==> src/rtl/kong_pkg.sv <==
// -----------------------------------------------------------------------------
// kong_pkg
// Shared types and constants for the Kong start-of-game animation.
//   state_t   : animation sequence state {IDLE, CLIMB, HOP, DONE}
//   SPRITE_W  : sprite width in pixels
//   SPRITE_H  : sprite height in pixels
//   HOP_AMP   : vertical lift of the sprite on alternate hop frames (px)
//   COORD_W   : width of the hcount/vcount/position buses
// -----------------------------------------------------------------------------
package kong_pkg;

   typedef enum logic [1:0] {
      IDLE  = 2'd0,
      CLIMB = 2'd1,
      HOP   = 2'd2,
      DONE  = 2'd3
   } state_t;

   localparam int SPRITE_W = 64;
   localparam int SPRITE_H = 64;
   localparam int HOP_AMP  = 8;
   localparam int COORD_W  = 11;

endpackage

==> src/rtl/vga_if.sv <==
// -----------------------------------------------------------------------------
// vga_if
// VGA timing plus colour bundle passed between drawing stages.
//   hcount/vcount : current pixel position
//   hsync/vsync   : sync pulses
//   hblnk/vblnk   : blanking flags (high outside the visible area)
//   rgb           : 12-bit colour
// Modports: in (consumer side), out (producer side).
// -----------------------------------------------------------------------------
interface vga_if;
   logic [10:0] hcount;
   logic [10:0] vcount;
   logic        hsync;
   logic        vsync;
   logic        hblnk;
   logic        vblnk;
   logic [11:0] rgb;

   modport in  (input  hcount, vcount, hsync, vsync, hblnk, vblnk, rgb);
   modport out (output hcount, vcount, hsync, vsync, hblnk, vblnk, rgb);
endinterface

==> src/rtl/kong_motion.sv <==
// -----------------------------------------------------------------------------
// kong_motion
// Frame-tick detector, sequence FSM and sprite position registers.
//   clk, rst   : pixel clock, asynchronous active-low reset
//   game_en    : 0 forces IDLE and the start position
//   animation  : rising edge while IDLE starts the climb
//   vsync      : incoming vsync; its falling edge is the frame tick
//   x, y       : registered sprite top-left corner
//   state      : registered sequence state
//   done       : registered, high exactly while in DONE
// -----------------------------------------------------------------------------
module kong_motion
   import kong_pkg::*;
#(
   parameter int XSTART = 400,
   parameter int YSTART = 704,
   parameter int YTOP   = 64,
   parameter int XEND   = 256,
   parameter int STEP   = 4
) (
   input  logic               clk,
   input  logic               rst,
   input  logic               game_en,
   input  logic               animation,
   input  logic               vsync,
   output logic [COORD_W-1:0] x,
   output logic [COORD_W-1:0] y,
   output state_t             state,
   output logic               done
);

   // Comparing against target+STEP instead of computing pos-STEP keeps the
   // clamp test free of unsigned underflow.
   localparam logic [COORD_W-1:0] X_INIT  = COORD_W'(XSTART);
   localparam logic [COORD_W-1:0] Y_INIT  = COORD_W'(YSTART);
   localparam logic [COORD_W-1:0] Y_FINAL = COORD_W'(YTOP);
   localparam logic [COORD_W-1:0] X_FINAL = COORD_W'(XEND);
   localparam logic [COORD_W-1:0] Y_LIFT  = COORD_W'(YTOP - HOP_AMP);
   localparam logic [COORD_W-1:0] Y_CLAMP = COORD_W'(YTOP + STEP);
   localparam logic [COORD_W-1:0] X_CLAMP = COORD_W'(XEND + STEP);
   localparam logic [COORD_W-1:0] STEP_W  = COORD_W'(STEP);

   logic vsync_d;
   logic anim_d;
   logic hop_phase;   // 0: next hop frame lifts the sprite, 1: lands it
   logic tick;
   logic anim_rise;

   assign tick      = vsync_d & ~vsync;
   assign anim_rise = animation & ~anim_d;

   // NOTE: state is written with <= only, so every register sees the values
   // from before the edge regardless of statement order.
   always_ff @(posedge clk or negedge rst) begin
      if (!rst) begin
         vsync_d   <= 1'b0;
         anim_d    <= 1'b0;
         hop_phase <= 1'b0;
         state     <= IDLE;
         x         <= X_INIT;
         y         <= Y_INIT;
         done      <= 1'b0;
      end else begin
         vsync_d <= vsync;
         anim_d  <= animation;
         if (!game_en) begin
            state     <= IDLE;
            x         <= X_INIT;
            y         <= Y_INIT;
            hop_phase <= 1'b0;
            done      <= 1'b0;
         end else begin
            case (state)
               IDLE: begin
                  if (anim_rise) state <= CLIMB;
               end
               CLIMB: begin
                  if (tick) begin
                     if (y <= Y_CLAMP) begin
                        y     <= Y_FINAL;
                        state <= HOP;
                     end else begin
                        y <= y - STEP_W;
                     end
                  end
               end
               HOP: begin
                  if (tick) begin
                     if (x <= X_CLAMP) begin
                        x     <= X_FINAL;
                        y     <= Y_FINAL;
                        state <= DONE;
                        done  <= 1'b1;
                     end else begin
                        x         <= x - STEP_W;
                        y         <= hop_phase ? Y_FINAL : Y_LIFT;
                        hop_phase <= ~hop_phase;
                     end
                  end
               end
               DONE: begin
                  done <= 1'b1;
               end
               default: begin
                  state <= IDLE;
               end
            endcase
         end
      end
   end

endmodule

==> src/rtl/animation_kong.sv <==
// -----------------------------------------------------------------------------
// animation_kong
// Start-of-game animation: moves a 64x64 Kong sprite up the ladder, then hops
// it left to the throne, overlaying it on the incoming VGA stream.
//   clk, rst   : 65 MHz pixel clock, asynchronous active-low reset
//   game_en    : 1 = game screen active; 0 = pass-through, sequence idle
//   animation  : rising edge while idle starts the sequence
//   rgb_pixel  : image ROM data for pixel_addr of the previous cycle
//   pixel_addr : image ROM address {row[5:0], col[5:0]}
//   anim_done  : high once the sprite sits on the throne
//   in / out   : VGA stream; out is in delayed by 2 clocks, sprite overlaid
// Build option: define KONG_MIRROR_EN to draw the sprite mirrored while it
// hops; otherwise no mirror logic exists.
// -----------------------------------------------------------------------------
module animation_kong
   import kong_pkg::*;
#(
   parameter int          XSTART = 400,
   parameter int          YSTART = 704,
   parameter int          YTOP   = 64,
   parameter int          XEND   = 256,
   parameter int          STEP   = 4,
   parameter logic [11:0] TRANSP = 12'h000
) (
   input  logic        clk,
   input  logic        rst,
   input  logic        game_en,
   input  logic        animation,
   input  logic [11:0] rgb_pixel,
   output logic [11:0] pixel_addr,
   output logic        anim_done,
   vga_if.in           in,
   vga_if.out          out
);

   logic [COORD_W-1:0] x;
   logic [COORD_W-1:0] y;
   state_t             state;

   kong_motion #(
      .XSTART (XSTART),
      .YSTART (YSTART),
      .YTOP   (YTOP),
      .XEND   (XEND),
      .STEP   (STEP)
   ) u_motion (
      .clk       (clk),
      .rst       (rst),
      .game_en   (game_en),
      .animation (animation),
      .vsync     (in.vsync),
      .x         (x),
      .y         (y),
      .state     (state),
      .done      (anim_done)
   );

   // S1 (combinational part): window test and ROM address from the live
   // stream and the registered position.
   logic [COORD_W-1:0] dx;
   logic [COORD_W-1:0] dy;
   logic               window;
   logic [5:0]         col;
   logic [5:0]         row;

   // NOTE: every always_comb output gets a value on every path, so no latch
   // can be inferred.
   always_comb begin
      dx     = in.hcount - x;
      dy     = in.vcount - y;
      // dx < width instead of hcount <= x+63 avoids overflow near the edge.
      window = !in.hblnk && !in.vblnk &&
               (in.hcount >= x) && (dx < COORD_W'(SPRITE_W)) &&
               (in.vcount >= y) && (dy < COORD_W'(SPRITE_H));
      row    = dy[5:0];
`ifdef KONG_MIRROR_EN
      // 63 - c equals ~c for a 6-bit column.
      col    = (state == HOP) ? ~dx[5:0] : dx[5:0];
`else
      col    = dx[5:0];
`endif
      // Address is parked at 0 whenever nothing will be drawn.
      pixel_addr = (window && (state != IDLE)) ? {row, col} : 12'd0;
   end

   // S1 registers
   logic [COORD_W-1:0] hcount_s1;
   logic [COORD_W-1:0] vcount_s1;
   logic               hsync_s1;
   logic               vsync_s1;
   logic               hblnk_s1;
   logic               vblnk_s1;
   logic [11:0]        rgb_s1;
   logic               window_s1;

   always_ff @(posedge clk or negedge rst) begin
      if (!rst) begin
         hcount_s1 <= '0;
         vcount_s1 <= '0;
         hsync_s1  <= 1'b0;
         vsync_s1  <= 1'b0;
         hblnk_s1  <= 1'b0;
         vblnk_s1  <= 1'b0;
         rgb_s1    <= '0;
         window_s1 <= 1'b0;
      end else begin
         hcount_s1 <= in.hcount;
         vcount_s1 <= in.vcount;
         hsync_s1  <= in.hsync;
         vsync_s1  <= in.vsync;
         hblnk_s1  <= in.hblnk;
         vblnk_s1  <= in.vblnk;
         rgb_s1    <= in.rgb;
         window_s1 <= window;
      end
   end

   // S2: ROM data arrives now, aligned with the S1 registers.
   always_ff @(posedge clk or negedge rst) begin
      if (!rst) begin
         out.hcount <= '0;
         out.vcount <= '0;
         out.hsync  <= 1'b0;
         out.vsync  <= 1'b0;
         out.hblnk  <= 1'b0;
         out.vblnk  <= 1'b0;
         out.rgb    <= '0;
      end else begin
         out.hcount <= hcount_s1;
         out.vcount <= vcount_s1;
         out.hsync  <= hsync_s1;
         out.vsync  <= vsync_s1;
         out.hblnk  <= hblnk_s1;
         out.vblnk  <= vblnk_s1;
         out.rgb    <= (window_s1 && (rgb_pixel != TRANSP) && (state != IDLE))
                       ? rgb_pixel : rgb_s1;
      end
   end

endmodule

==> src/flat_wrapper.sv <==
// flat-port wrapper written by rule: the top's interface ports become plain ports
module animation_kong_flat import kong_pkg::*;
#(
   parameter int          XSTART = 400,
   parameter int          YSTART = 704,
   parameter int          YTOP   = 64,
   parameter int          XEND   = 256,
   parameter int          STEP   = 4,
   parameter logic [11:0] TRANSP = 12'h000
)
  (clk, rst, game_en, animation, rgb_pixel, pixel_addr, anim_done, in_hcount, in_vcount, in_hsync, in_vsync, in_hblnk, in_vblnk, in_rgb, out_hcount, out_vcount, out_hsync, out_vsync, out_hblnk, out_vblnk, out_rgb);
  vga_if in_i ();
  vga_if out_i ();
  input  logic clk;
  input  logic rst;
  input  logic game_en;
  input  logic animation;
  input  logic [11:0] rgb_pixel;
  output logic [11:0] pixel_addr;
  output logic anim_done;
  input wire logic [$bits(in_i.hcount)-1:0] in_hcount;
  input wire logic [$bits(in_i.vcount)-1:0] in_vcount;
  input wire logic [$bits(in_i.hsync)-1:0] in_hsync;
  input wire logic [$bits(in_i.vsync)-1:0] in_vsync;
  input wire logic [$bits(in_i.hblnk)-1:0] in_hblnk;
  input wire logic [$bits(in_i.vblnk)-1:0] in_vblnk;
  input wire logic [$bits(in_i.rgb)-1:0] in_rgb;
  output wire logic [$bits(out_i.hcount)-1:0] out_hcount;
  output wire logic [$bits(out_i.vcount)-1:0] out_vcount;
  output wire logic [$bits(out_i.hsync)-1:0] out_hsync;
  output wire logic [$bits(out_i.vsync)-1:0] out_vsync;
  output wire logic [$bits(out_i.hblnk)-1:0] out_hblnk;
  output wire logic [$bits(out_i.vblnk)-1:0] out_vblnk;
  output wire logic [$bits(out_i.rgb)-1:0] out_rgb;
  assign in_i.hcount = in_hcount;
  assign in_i.vcount = in_vcount;
  assign in_i.hsync = in_hsync;
  assign in_i.vsync = in_vsync;
  assign in_i.hblnk = in_hblnk;
  assign in_i.vblnk = in_vblnk;
  assign in_i.rgb = in_rgb;
  assign out_hcount = out_i.hcount;
  assign out_vcount = out_i.vcount;
  assign out_hsync = out_i.hsync;
  assign out_vsync = out_i.vsync;
  assign out_hblnk = out_i.hblnk;
  assign out_vblnk = out_i.vblnk;
  assign out_rgb = out_i.rgb;
  animation_kong #(.XSTART(XSTART), .YSTART(YSTART), .YTOP(YTOP), .XEND(XEND), .STEP(STEP), .TRANSP(TRANSP)) u_core (.clk(clk), .rst(rst), .game_en(game_en), .animation(animation), .rgb_pixel(rgb_pixel), .pixel_addr(pixel_addr), .anim_done(anim_done), .in(in_i), .out(out_i));
endmodule
==> config.mk <==
export PLATFORM = sky130hd
export DESIGN_NAME = animation_kong_flat
export DESIGN_NICKNAME = d
export VERILOG_FILES = /design/src/rtl/kong_pkg.sv /design/src/rtl/vga_if.sv /design/src/rtl/kong_motion.sv /design/src/rtl/animation_kong.sv /design/src/flat_wrapper.sv
export SDC_FILE = /design/constraint.sdc
export NUM_CORES = 1
export LEC_CHECK = 0
export ABC_CLOCK_PERIOD_IN_PS = 5400
export CAP_MARGIN = 10
export CORE_ASPECT_RATIO = 0.6
export CORE_MARGIN = 3
export CORE_UTILIZATION = 55
export CTS_CLUSTER_SIZE = 14
export DETAILED_ROUTE_END_ITERATION = 16
export DONT_BUFFER_PORTS = 1
export PLACE_DENSITY = 0.79
export SYNTH_ARGS = -nofsm -noshare
export SYNTH_HDL_FRONTEND = slang
export SYNTH_SLANG_ARGS = --single-unit
==> constraint.sdc <==
create_clock -name clk -period 5.4 [get_ports clk]
set_input_delay 1.08 -clock clk [delete_from_list [all_inputs] [get_ports clk]]
set_output_delay 1.08 -clock clk [all_outputs]
set_load 0.1 [all_outputs]
-- Word level (Yosys, flattened, before mapping)
Index checks and enable logic that the tools add are counted.
- register bits: 104
- latch bits: 0
- bits in writable memories: 0
- memory bits (read-only): 0
- input port bits: 54
- output and inout bits: 51
- word-level logic and storage cells: 96
- memories kept: 0
- add/subtract/negate cells: 4
- $mul: 0
- divide/modulo/power cells: 0
- order comparisons: 6
- eq/ne operators: 14
- shifts and indexed selects: 0
- multiplexer cells: 28
- bitwise logic cells: 5
- reductions and logical operators: 18
- operators by type and width (cell ; number):
    $mux W11 ; 8
    $mux W12 ; 2
    $ge A11 B11 Y1 ; 2
    $lt A11 B7 Y1 const B ; 2
    $pmux W11 S2 ; 1
    $sub A11 B11 Y11 ; 2
    $sub A11 B3 Y11 const B ; 2
    $ne A3 B3 Y1 const B ; 5
    $mux W7 ; 2
    $mux W2 ; 6
    $reduce_bool A12 Y1 ; 1
    $le A11 B7 Y1 const B ; 1
    $le A11 B9 Y1 const B ; 1
    $reduce_and A3 Y1 ; 3
    $logic_and A1 B1 Y1 ; 8
    $mux W1 ; 7
    $ne A3 B1 Y1 const B ; 2
    $pmux W2 S3 ; 1
    $reduce_and A6 Y1 ; 1
    $eq A2 B2 Y1 const B ; 2
    $ne A2 B1 Y1 const B ; 2
    $ne A4 B1 Y1 const B ; 1
    $not A1 Y1 ; 3
    $and A1 B1 Y1 ; 2
    other kinds (7) ; 8

-- Longest topological paths before layout
Gate-level depths: netlist of the first run.
- depth after elaboration: 8
- mapped depth: 10
- gate-level depth less buffers: 8

-- Cells and area by module
Synthesis of the first run repeated with hierarchy kept, for this count alone.
- cells, all modules: 425
- area total of the unflattened synthesis: 4809.6 um2
- by module, submodules not included (module ; times used ; cells an instance ; area each (um2) ; sequential area each (um2)):
    animation_kong ; 1 ; 270 ; 3325.7 ; 1926.8
    kong_motion ; 1 ; 155 ; 1483.9 ; 608.1

-- Worst setup path after synthesis of the first run
No wires, ideal clock.
- path type: input to output
- from: input in_hcount[2]
- to: output pixel_addr[0]
- data arrival time: 5.460 ns
- data required time: 4.320 ns
- slack: -1.140 ns
- cell stages on the path: 7
- cell sequence: ha_1 nor2b_4 o2111a_2 or3_1 a221oi_2 o2111ai_2 nor4_1
- longest elaborated chain between the ends: 7
- elaborated cells on any way between the ends: 9
- those cells by class: add/sub (1); order compare (2); mux (1); reduce/logical (5)
- RTL lines (element ; line ; source):
    start, declared ; flat_wrapper.sv:21 ; input wire logic [$bits(in_i.hcount)-1:0] in_hcount;
    $sub A11 B11 Y11 or $ge A11 B11 Y1 (tied branches) ; animation_kong.sv:69, animation_kong.sv:73 ;
    $lt A11 B7 Y1 or $logic_and A1 B1 Y1 (tied branches) ; animation_kong.sv:73, animation_kong.sv:72 ;
    $logic_and A1 B1 Y1 * (2 in series) ; animation_kong.sv:73 ; (in.hcount >= x) && (dx < COORD_W'(SPRITE_W)) &&
    $logic_and A1 B1 Y1 * ; animation_kong.sv:74 ; (in.vcount >= y) && (dy < COORD_W'(SPRITE_H));
    $logic_and A1 B1 Y1 * ; animation_kong.sv:83 ; pixel_addr = (window && (state != IDLE)) ? {row, col} : 12'd0;
    $mux W12 * ; animation_kong.sv:83 ;
    end, declared ; flat_wrapper.sv:19 ; output logic [11:0] pixel_addr;
Every way passes the cells marked *; elsewhere a longest branch is shown, timed or not.

-- Final worst setup path of the first run
- from: register u_core.u_motion.y[6]
- to: output pixel_addr[2]
- longest elaborated chain between the ends: 5
- elaborated cells on any way between the ends: 7
- those cells by class: add/sub (1); order compare (2); mux (1); reduce/logical (3)
- RTL lines (element ; line ; source):
    start, declared ; kong_motion.sv:27 ; output logic [COORD_W-1:0] y,
    start signal, assigned ; kong_motion.sv:83 ; y <= y - STEP_W;
    start signal, assigned ; kong_motion.sv:96 ; y <= hop_phase ? Y_FINAL : Y_LIFT;
    $sub A11 B11 Y11 or $ge A11 B11 Y1 (tied branches) ; animation_kong.sv:70, animation_kong.sv:74 ;
    $lt A11 B7 Y1 or $logic_and A1 B1 Y1 (tied branches) ; animation_kong.sv:74, animation_kong.sv:73 ;
    $logic_and A1 B1 Y1 * ; animation_kong.sv:74 ;
    $logic_and A1 B1 Y1 * ; animation_kong.sv:83 ;
    $mux W12 * ; animation_kong.sv:83 ;
Marks and branches as above.

==> results of run 1 <==
-- sequential cells by signal, summed over array words and instances (netlist names), 2 cells and up --
signal / cells
u_core.rgb_s1: 12
u_core.out.rgb: 12
u_core.out.hcount: 11
u_core.u_motion.x: 9
u_core.u_motion.y: 9
u_core.u_motion.state: 2
u_core.out.vcount: 11
u_core.vcount_s1: 11
u_core.hcount_s1: 11
-- area by class of cell --
class                           instances  area, um2  area share [%]
Clock inverter                          6      58.81           1.102
Inverter                               30      112.6           2.110
Tap cell                              108      135.1           2.532
Multi-Input combinational cell        274       2121           39.74
Timing Repair Buffer                   14      160.2           3.001
Sequential cell                       100       2510           47.03
Clock buffer                           10      239.0           4.478
-- cell usage after synthesis (2+ instances only) --
| cell | number | share of area, % |
|---|---|---|
| dfstp_2 | 6 | 3.4 |
| or3_1 | 8 | 1.1 |
| o21ai_1 | 3 | 0.32 |
| xor2_1 | 3 | 0.56 |
| a211o_1 | 2 | 0.38 |
| nand2_1 | 26 | 2.1 |
| nor3_1 | 8 | 0.86 |
| o211ai_1 | 3 | 0.48 |
| ha_1 | 30 | 8.1 |
| or4_1 | 2 | 0.32 |
| nand2b_1 | 3 | 0.40 |
| a21oi_2 | 2 | 0.38 |
| dfrtp_1 | 94 | 51 |
| clkbuf_1 | 7 | 0.56 |
| xnor2_1 | 4 | 0.75 |
| inv_1 | 30 | 2.4 |
| o31a_1 | 3 | 0.56 |
| nand4_1 | 2 | 0.27 |
| o21bai_1 | 2 | 0.32 |
| nand3_1 | 3 | 0.32 |
| or3b_1 | 2 | 0.38 |
| nor2_1 | 32 | 2.6 |
| mux2_2 | 12 | 2.9 |
| mux2i_1 | 4 | 0.86 |
| nor4_2 | 11 | 3.0 |
| o221ai_1 | 3 | 0.56 |
| buf_2 | 2 | 0.22 |
| or3b_2 | 3 | 0.56 |
| nor3b_1 | 4 | 0.65 |
| a21oi_1 | 24 | 2.6 |
| conb_1 | 2 | 0.16 |
| nor4_1 | 10 | 1.3 |
| o21ai_0 | 18 | 1.9 |
| nor2b_1 | 5 | 0.67 |
| o31ai_1 | 4 | 0.65 |
| a211oi_1 | 5 | 0.81 |
| o22ai_1 | 4 | 0.54 |
| o21a_1 | 3 | 0.48 |
-- worst max-delay path, stage by stage (launching register included) --
cell       delay (ns)
dfstp_2          0.60
inv_1            0.12
ha_1             0.41
nor3b_1          0.20
nor4_1           0.29
o221ai_1         0.21
nor4_1           0.35
o2111ai_2        0.42
buf_4            0.35
nor4_4           0.23
buf_4            0.34
-- report_power, final --
| part | switching (mW) | internal [mW] | total, mW |
|---|---|---|---|
| clock network | 0.291 | 0.333 | 0.624 |
| logic | 0.244 | 0.132 | 0.376 |
| registers | 0.144 | 0.799 | 0.943 |
| total | 0.680 | 1.26 | 1.94 |
-- metrics by stage --
stage / cell area (um2) / util (%) / worst slack (ns) / TNS (ns)
2_1_floorplan: 4741 / - / -1.140 / -3.420
3_3_place_gp: 5039 / 62.68 / 0.6994 / 0
3_5_place_dp: 5039 / 62.68 / 0.5400 / 0
4_1_cts: 5336 / 66.38 / 0.5232 / 0
5_1_grt: 5336 / 66.38 / 0.3501 / 0
6_report: 5336 / 66.38 / 0.4435 / 0
-- layer usage --
layer / track usage (%) / part of all wire (%)
met5: 0 / 0
met1: 32.05 / 44
met2: 34.97 / 45
met4: 5.470 / 1.7
met3: 9.673 / 9.4
-- how the worst max path moves through the flow --
stage,from,end,slack (ns),cells after the start
6_report,u_core.u_motion.y[6],pixel_addr[2],0.44,10
5_1_grt,u_core.u_motion.y[6],pixel_addr[5],0.35,10
4_1_cts,u_core.u_motion.y[6],pixel_addr[4],0.52,10
3_5_place_dp,in_vcount[6],pixel_addr[4],0.54,9
3_3_place_gp,in_hcount[2],pixel_addr[5],0.70,9
2_1_floorplan,in_hcount[2],pixel_addr[0],-1.14,7
-- cell families (layout without fill, tap and decap cells) --
group           Yosys count  in the layout
compound gates           90             90
xor+xnor                  7              7
fa+ha+maj                30             30
buf+inv                  40             60
flops                   100            100
mux                      16             16
other cells               2              4
simple gates            127            127
==> summary.txt, run 1 <==
Setup path
  – Reg2Reg Capture Point: u_core.window_s1
  – R2R Setup Slk: 2.17 ns
  – Startpoint types: flip-flop
  – Peak fanout along the critical path: 9
  – R2r startpoint: u_core.u_motion.y[6]
  – CP Class: flip-flop to primary output
  – Endpoint class of the critical path: primary output
  – WP data required: 4.32 ns
  – CP arrival: 3.88 ns
  – Reg2Reg Depth: 9

Logic synthesis
  – Simple-gate share of the synthesized area: 16.21%
  – #FFs+latches synth: 100
  – Syn_area_per_cell: 11.30 um2
  – Netlist Area Pre-Place: 4654 um2
  – Post-synth ARST share: 100.0%
  – Cells after synthesis: around 410
  – Largest family of logic cells by synthesized area: simple AND/OR/NAND/NOR gates
  – Post-synthesis mux area share: 3.763%
  – Top FF cell, synth: dfrtp_1
  – Seq/Total Area, Yosys: between 50% and 60%
  – Synth Area in Adders: 8.065%
  – Complex-gate fraction of the synthesized area: 13.12%
  – Number of enable flip-flop cells after synthesis: 0
  – Post-synthesis xor/xnor area fraction: 1.317%
  – Synth cell types: 61
  – Synth warnings: 0

Global route
  – Total track usage: 23.39%
  – Aggregate global routing overflow: 0
  – Initial antenna violation count: 0
  – Vias in the first global route: 3226
  – Global-route wire length before repair: 17460 um
  – Largest net degree at the start of global routing: 101

Run status
  – Status: complete, no violations

CTS
  – CTS root buf: clkbuf_16
  – Setup repair bufs after CTS: 0
  – Hold_buf cts: 0
  – Clock-pin slew on the worst setup and hold paths: 0.07 ns
  – Max Root-Sink Buffers: 2
  – Clk sinks: 100
  – CTS buffer count: 9
  – Post-cts repair resize count: 0
  – Worst-Skew Late Latency: 0.35 ns
  – Max H-tree Level: 3
  – TritonCTS clock tree: yes

Routing
  – Via Count: between 3000 and 4000
  – First DRT Iteration DRCs: 384
  – DR WL/cell: roughly 20 um
  – 1st-pass router iterations: 6
  – WL final: 10730 um
  – Drc violations: 0
  – Final ANT Viol Nets: 0
  – Vias per cell: 6.149

Die
  – Die ar.: 9638 um2
  – DIE HEIGHT: 77.26 um
  – Initial core utilization: 57.90%
  – Die X: 124.8 um
  – Row cnt: 25
  – I/O Pins: about 110
  – Core area: roughly 8000 um2

Cells and area
  – Number of diodes: 0
  – Commonest non-fill, non-tap cell in the layout: dfrtp_1
  – Fin cells: 542
  – Highest-count cells in the layout ignoring fill and taps: dfrtp_1 (94), nor2_1 (32), inv_1 (30), ha_1 (30), nand2_1 (26)
  – Share of cells above drive strength 1: a little under a fifth
  – Fillcell total: between 500 and 600
  – Fin nets: 513
  – Area Growth Syn to Fin: 14.65%

STA
  – Peak Freq: 0.2018 GHz
  – Worst slew pin tran: 1.087 ns
  – Endpoints failing setup: 0
  – Final Critical Period: 4.956 ns
  – Rel. slew slack: 27.51%
  – Fin. Hold Viols: 0
  – Fin. max-slew vios: 0
  – RSZ-0062 raised after global routing: no
  – Fin crit share: approximately nine tenths
  – Setup Skew: 0.006833 ns
  – Worst Hold Margin: 0.3436 ns

Min path
  – Hold depth: 0
  – Hold Path Class: flip-flop to flip-flop
  – Hold path start: u_core.vcount_s1[6]
  – Hold worst-path end: u_core.out.vcount[6]

Pwr
  – Static Leak: 2.257 nW
  – Pwr Total: 1.943 mW
  – Worst IR drop on VDD: 0.0002146 V
  – PD cells: approximately 360 nW/um2

Placement
  – Detailed placement HPWL: 7909 um
  – Input/output buffers: 0
  – RePlAce Congestion: 0.9377
  – Inst Count DP: 526

Job
  – MaxCap Viol Count: 0
(Power assumes the default switching activity.)
==> inputs of run 2 (changes only) <==
--- a/config.mk
+++ b/config.mk
@@ -5,6 +5,7 @@
 export SDC_FILE = /design/constraint.sdc
 export NUM_CORES = 1
 export LEC_CHECK = 0
+export ABC_AREA = 1
 export ABC_CLOCK_PERIOD_IN_PS = 5400
 export CAP_MARGIN = 10
 export CORE_ASPECT_RATIO = 0.6
==> summary.txt, run 2 <==
STA
  – Fin crit share: 83.82% (-8.0 points)
  – Endpoints failing setup: 0 (unchanged)
  – Peak Freq: 0.2209 GHz (+9.5%)
  – Worst Hold Margin: 0.3475 ns (+0.003860 ns)
  – Setup Skew: 0.008618 ns (+0.001785 ns)
  – Final Critical Period: 4.526 ns (-0.4301 ns)
  – RSZ-0062 raised after global routing: no
  – Worst slew pin tran: 0.9130 ns (-0.1743 ns)
  – Rel. slew slack: 39.18% (+12 points)
  – Setup slack after layout: 0.8736 ns (+0.4301 ns)
  – Setup TNS Final: 0 ns (unchanged)
  – Fin. max-slew vios: 0 (unchanged)
  – Fin. Hold Viols: 0 (unchanged)

Min path
  – Hold worst-path end: u_core.out.vcount[10]
  – Hold depth: 0 (unchanged)
  – Hold Path Class: flip-flop to flip-flop
  – Hold path start: u_core.vcount_s1[10]

Placement
  – RePlAce Congestion: 0.9923 (+5.8%)
  – Placed cell areas: 4972 um2 (-1.3%)
  – Setup WS pre-CTS: 0.8795 ns (+0.3395 ns)
  – Detailed placement HPWL: 8094 um (+2.3%)
  – Inst Count DP: 648 (+23%)
  – Input/output buffers: 0 (unchanged)

CTS
  – Hold_buf cts: 0 (unchanged)
  – TritonCTS clock tree: yes
  – Setup repair bufs after CTS: 0 (unchanged)
  – Max H-tree Level: 3 (unchanged)
  – Worst-Skew Late Latency: 0.34 ns (about the same)
  – Clock-pin slew on the worst setup and hold paths: 0.06 ns (about the same)
  – CTS buffer count: 9 (unchanged)
  – Post-cts repair resize count: 0 (unchanged)
  – CTS root buf: clkbuf_16
  – Clk sinks: 100 (unchanged)
  – Max Root-Sink Buffers: 2 (unchanged)

Setup path
  – Worst path bufs/invs: 0 (-3)
  – Startpoint types: input port
  – CP max stage delay: 0.69 ns (+0.09 ns)
  – CP Cell Sequence: ha_1 -> nand2_1 -> nand2_1 -> a21oi_2 -> nand2_1 -> nand2_1 -> nand2_1 -> nor2_1 -> nand3_1 -> nor2_1 -> nand4_2 -> nor2_4
  – Reg2Reg Depth: 7 (-2)
  – Crit path max-delay cell type: nor2_4
  – CP arrival: 3.45 ns (-0.43 ns)
  – CP Class: input port to primary output
  – WP data required: 4.32 ns (about the same)
  – R2R Setup Slk: 3.12 ns (+0.95 ns)
  – Critical path's top delay family: simple AND/OR/NAND/NOR gates
  – Most numerous cell on the critical path: nand2_1
  – Reg2Reg Capture Point: u_core.u_motion.x[9]
  – Peak fanout along the critical path: 12 (+3)
  – R2r startpoint: u_core.u_motion.state[0]
  – Endpoint class of the critical path: primary output

Pwr
  – Static Leak: 2.773 nW (+23%)
  – Internal power: 1.551 mW (+23%)
  – Gate power share: 36.0% (+17 points)
  – Pwr Total: 2.618 mW (+35%)
  – Sw Share: 40.78% (+5.8 points)
  – Clk pwr share: 24.3% (-7.8 points)
  – P_sw: 1.068 mW (+57%)
  – PD cells: 495.6 nW/um2 (+36%)
  – Worst IR drop on VDD: 0.0002080 V (-3.1%)
  – Sequential power share: 39.7% (-8.8 points)

Logic synthesis
  – Seq/Total Area, Yosys: 52.68% (-1.2 points)
  – Post-synth ARST share: 100.0% (unchanged)
  – Post-synth top area cell: dfrtp_1
  – #FFs+latches synth: 100 (unchanged)
  – Most frequent cell after synthesis: nand2_1
  – Cells after synthesis: 532 (+29%)
  – Top post-synthesis cells by area: dfrtp_1 (49%), nand2_1 (9.2%), ha_1 (7.9%)
  – Post-synth top area share: 49.37% (-1.2 points)
  – Synth warnings: 0 (unchanged)
  – Synth top cells by count: nand2_1 (117), dfrtp_1 (94), inv_1 (94)
  – Syn_area_per_cell: 8.956 um2 (-21%)
  – Netlist Area Pre-Place: 4765 um2 (+2.4%)
  – Number of enable flip-flop cells after synthesis: 0 (unchanged)
  – Synth cell types: 38 (-38%)
  – Top FF cell, synth: dfrtp_1

Routing
  – Final ANT Viol Nets: 0 (unchanged)
  – DR WL/cell: 15.72 um (-21%)
  – First DRT Iteration DRCs: 310 (-19%)
  – Drc violations: 0 (unchanged)
  – Via Count: 3546 (+6.4%)
  – Vias per cell: 5.340 (-13%)
  – 1st-pass router iterations: 6 (unchanged)
  – WL final: 10440 um (-2.7%)

Die
  – DIE HEIGHT: 78.10 um (+1.1%)
  – Row cnt: 25 (unchanged)
  – Initial core utilization: 58.58% (+0.69 points)
  – Die ar.: 9852 um2 (+2.2%)
  – Die X: 126.2 um (+1.1%)
  – I/O Pins: 105 (unchanged)
  – Core area: 8133 um2 (+1.2%)

Cells and area
  – Fin nets: 635 (+24%)
  – Fillcell total: 642 (+14%)
  – Highest-count cells in the layout ignoring fill and taps: nand2_1 (117), inv_1 (94), dfrtp_1 (94)
  – Number of diodes: 0 (unchanged)
  – Final Util: 64.97% (-1.4 points)
  – Commonest non-fill, non-tap cell in the layout: nand2_1
  – Share of cells above drive strength 1: 10.97% (-7.2 points)
  – Biggest regs: u_core.out.rgb: 12 flops, u_core.rgb_s1: 12 flops
  – Fin cells: 664 (+23%)
  – Area Growth Syn to Fin: 10.90%
  – Design Area, Final: 5284 um2 (-0.98%)

Job
  – MaxCap Viol Count: 0 (unchanged)

Run status
  – Status: complete, no violations

Global route
  – Vias in the first global route: 3471 (+7.6%)
  – Total track usage: 21.73% (-1.7 points)
  – Initial antenna violation count: 0 (unchanged)
  – Aggregate global routing overflow: 0 (unchanged)
  – Met1 usage: 30.23% (-1.8 points)
  – GR Layer Usage met2: 33.35% (-1.6 points)
  – Met3 Use GR: 6.322% (-3.4 points)
  – Global-route wire length before repair: 16880 um (-3.3%)
  – Largest net degree at the start of global routing: 101 (unchanged)
  – GRT Max-Usage Layer: met2
[run 2: changes by cell type after synthesis, moves of 10 or more]
cell | before | now
nand3_1 | 3 | 29
nor2_2 | 0 | 10
o21ai_0 | 18 | 29
xor2_1 | 3 | 14
nand2_1 | 26 | 117
nor4_2 | 11 | 1
inv_1 | 30 | 94
mux2_2 | 12 | 0
[run 2: layer usage]
layer	wire, um	vias up
li1	-	1710
met5	0	-
met2	4631	146
met3	894	16
met4	143	0
met1	4770	1674
[run 2: cells by family after synthesis]
| kind of cell | share of synthesized area [%] |
|---|---|
| compound gates | 6.670 |
| other cells | 0.1576 |
| buf+inv | 8.114 |
| xor+xnor | 2.941 |
| simple gates | 21.56 |
| flops | 52.68 |
| fa+ha+maj | 7.878 |
[run 2: power groups by stage]
stage	Sequential, mW	Clock, mW	Combinational, mW
after detailed placement	1.05	0	0.917
after CTS	1.04	0.653	0.926
after global routing	1.05	0.683	1.07
after floorplan	1.03	0	0.736
after global placement	1.04	0	0.879
final	1.04	0.637	0.942
[run 2: worst max-delay path by stage]
stage / start / endpoint / slack [ns] / cells after the start
2_1_floorplan: in_vcount[3] / pixel_addr[0] / 0.77 / 11
3_3_place_gp: in_vcount[5] / pixel_addr[2] / 0.95 / 11
3_5_place_dp: in_vcount[6] / pixel_addr[2] / 0.88 / 12
4_1_cts: in_vcount[5] / pixel_addr[2] / 0.87 / 12
5_1_grt: in_hcount[7] / pixel_addr[2] / 0.68 / 11
6_report: in_vcount[5] / pixel_addr[2] / 0.87 / 12
[run 2: layout make-up]
| class | instances | area (um2) | area share (%) |
|---|---|---|---|
| Inverter | 95 | 356.6 | 6.749 |
| Timing Repair Buffer | 11 | 82.58 | 1.563 |
| Tap cell | 108 | 135.1 | 2.557 |
| Clock inverter | 5 | 58.81 | 1.113 |
| Clock buffer | 11 | 242.7 | 4.594 |
| Multi-Input combinational cell | 334 | 1898 | 35.92 |
| Sequential cell | 100 | 2510 | 47.50 |
[run 2: worst register-to-register path, stage by stage, from the launching register on]
cell and delay [ns]:
dfrtp_1 0.40, inv_1 0.11, ha_1 0.35, nor2_1 0.15, nor2_1 0.56, o21ai_0 0.35, inv_1 0.18, nor2_1 0.06
==> inputs of run 3 (changes only) <==
--- a/config.mk
+++ b/config.mk
@@ -5,8 +5,8 @@
 export SDC_FILE = /design/constraint.sdc
 export NUM_CORES = 1
 export LEC_CHECK = 0
-export ABC_AREA = 1
-export ABC_CLOCK_PERIOD_IN_PS = 5400
+export ABC_AREA = 0
+export ABC_CLOCK_PERIOD_IN_PS = 4410
 export CAP_MARGIN = 10
 export CORE_ASPECT_RATIO = 0.6
 export CORE_MARGIN = 3
==> constraint.sdc (replaced) <==
create_clock -name clk -period 4.41 [get_ports clk]
set_input_delay 0.882 -clock clk [delete_from_list [all_inputs] [get_ports clk]]
set_output_delay 0.882 -clock clk [all_outputs]
set_load 0.1 [all_outputs]
==> summary.txt, run 3 (same netlist as run 1, synthesis figures left out) <==
Run status
  – Status: complete, no violations

Setup path
  – CP max stage delay: 0.65 ns (-0.04 ns)
  – R2r startpoint: u_core.u_motion.y[6]
  – CP Class: flip-flop to primary output
  – WP data required: 3.53 ns (-0.79 ns)
  – Startpoint types: flip-flop
  – CP Cell Sequence: inv_1 -> ha_1 -> nor2_1 -> a21oi_1 -> o21ai_1 -> o211ai_1 -> buf_4 -> or4b_2 -> nor4_4 -> buf_12
  – CP arrival: 3.40 ns (-0.05 ns)
  – Critical path's top delay family: simple AND/OR/NAND/NOR gates
  – Worst path bufs/invs: 3 (+3)
  – Endpoint class of the critical path: primary output
  – Peak fanout along the critical path: 9 (-3)
  – R2R Setup Slk: 1.65 ns (-1.47 ns)
  – Reg2Reg Depth: 9 (+2)
  – Crit path max-delay cell type: or4b_2
  – Reg2Reg Capture Point: u_core.window_s1

STA
  – Worst Hold Margin: 0.2284 ns (-0.1190 ns)
  – Final Critical Period: 4.286 ns
  – Setup slack after layout: 0.1237 ns (-0.7500 ns)
  – Setup TNS Final: 0 ns (unchanged)
  – RSZ-0062 raised after global routing: no
  – Worst slew pin tran: 1.080 ns (+0.1666 ns)
  – Peak Freq: 0.2333 GHz
  – Fin. max-slew vios: 0 (unchanged)
  – Fin. Hold Viols: 0 (unchanged)
  – Endpoints failing setup: 0 (unchanged)
  – Setup Skew: 0.008567 ns (-0.00005068 ns)
  – Rel. slew slack: 28.03% (-11 points)
  – Fin crit share: 97.20%

CTS
  – Hold_buf cts: 0 (unchanged)
  – Clock-pin slew on the worst setup and hold paths: 0.07 ns (about the same)
  – Max H-tree Level: 3 (unchanged)
  – Max Root-Sink Buffers: 2 (unchanged)
  – Clk sinks: 100 (unchanged)
  – CTS buffer count: 9 (unchanged)
  – Post-cts repair resize count: 0 (unchanged)
  – Worst-Skew Late Latency: 0.34 ns (about the same)
  – CTS root buf: clkbuf_16
  – TritonCTS clock tree: yes

Routing
  – 1st-pass router iterations: 5 (-1)
  – Vias per cell: 6.046 (+13%)
  – Final ANT Viol Nets: 0 (unchanged)
  – Via Count: 3301 (-6.9%)
  – WL final: 10270 um (-1.6%)
  – First DRT Iteration DRCs: 309 (-0.32%)
  – DR WL/cell: 18.82 um (+20%)
  – Drc violations: 0 (unchanged)

Die
  – Die X: 124.8 um (-1.1%)
  – I/O Pins: 105 (unchanged)
  – Initial core utilization: 57.90% (-0.69 points)
  – Core area: 8039 um2 (-1.2%)
  – DIE HEIGHT: 77.26 um (-1.1%)
  – Row cnt: 25 (unchanged)
  – Die ar.: 9638 um2 (-2.2%)

Cells and area
  – Final Util: 68.64% (+3.7 points)
  – Highest-count cells in the layout ignoring fill and taps: dfrtp_1 (94), nor2_1 (32), inv_1 (30)
  – Fin nets: 517 (-19%)
  – Number of diodes: 0 (unchanged)
  – Design Area, Final: 5518 um2 (+4.4%)
  – Area Growth Syn to Fin: 18.55%
  – Commonest non-fill, non-tap cell in the layout: dfrtp_1
  – Share of cells above drive strength 1: 19.41% (+8.4 points)
  – Fin cells: 546 (-18%)
  – Biggest regs: u_core.out.rgb: 12 flops, u_core.rgb_s1: 12 flops

Placement
  – Inst Count DP: 528 (-19%)
  – Input/output buffers: 0 (unchanged)
  – Detailed placement HPWL: 7659 um (-5.4%)
  – Placed cell areas: 5233 um2 (+5.2%)
  – RePlAce Congestion: 0.9303 (-6.2%)
  – Setup WS pre-CTS: 0.2886 ns (-0.5909 ns)

Global route
  – Largest net degree at the start of global routing: 101 (unchanged)
  – Aggregate global routing overflow: 0 (unchanged)
  – Global-route wire length before repair: 16800 um (-0.45%)
  – Total track usage: 22.06% (+0.33 points)
  – Vias in the first global route: 3278 (-5.6%)
  – Initial antenna violation count: 0 (unchanged)

Job
  – MaxCap Viol Count: 0 (unchanged)

Pwr
  – Pwr Total: 2.368 mW (-9.5%)
  – PD cells: 429.2 nW/um2 (-13%)
  – Static Leak: 2.307 nW (-17%)
  – Worst IR drop on VDD: 0.0002635 V (+27%)

Min path
  – Hold Path Class: input port to async pin
## run 3: area by class of cell
type	count	area, um2
Clock buffer	11	232.7
Clock inverter	5	37.54
Fill cell	574	2521
Inverter	30	112.6
Multi-Input combinational cell	274	2192
Sequential cell	100	2510
Tap cell	108	135.1
Timing Repair Buffer	18	297.8
## run 3: how the worst max path moves through the flow
stage	from	endpoint	slack, ns	depth (start not counted)
after floorplan	in_vcount[6]	pixel_addr[0]	-0.53	8
final	u_core.u_motion.y[6]	pixel_addr[11]	0.12	10
after global routing	u_core.u_motion.y[6]	pixel_addr[11]	0.02	10
after global placement	in_vcount[4]	pixel_addr[11]	0.35	9
after detailed placement	in_vcount[4]	pixel_addr[11]	0.29	9
after CTS	u_core.u_motion.y[6]	pixel_addr[1]	0.15	10
## run 3: timing repair
action                     4_1_cts  5_1_grt
setup endpoints to repair        0        1
hold endpoints to repair         0        0
setup buffers                    0        2
## run 3: per-layer routing
metal	vias up	share of wire, %	GRT usage (%)
met5	-	0	0
met2	177	46	33.84
met1	1591	44	30.41
met3	12	9.4	7.446
met4	0	1.0	5.689
li1	1521	-	-
## run 3: worst register-to-register path: stages (launching register included)
cell	delay, ns
dfstp_2	0.60
inv_1	0.13
ha_1	0.41
nor3b_1	0.19
nor4_1	0.22
o221ai_1	0.16
nor4_1	0.35
o2111ai_2	0.15
buf_4	0.27
nor4_2	0.19
## run 3: where the power goes
group          total [mW]  leakage, nW  switching, mW  internal, mW
clock               0.712        0.126          0.327         0.384
sequential           1.15         1.19          0.174         0.979
combinational       0.504        0.988          0.308         0.196
total                2.37         2.31          0.809          1.56
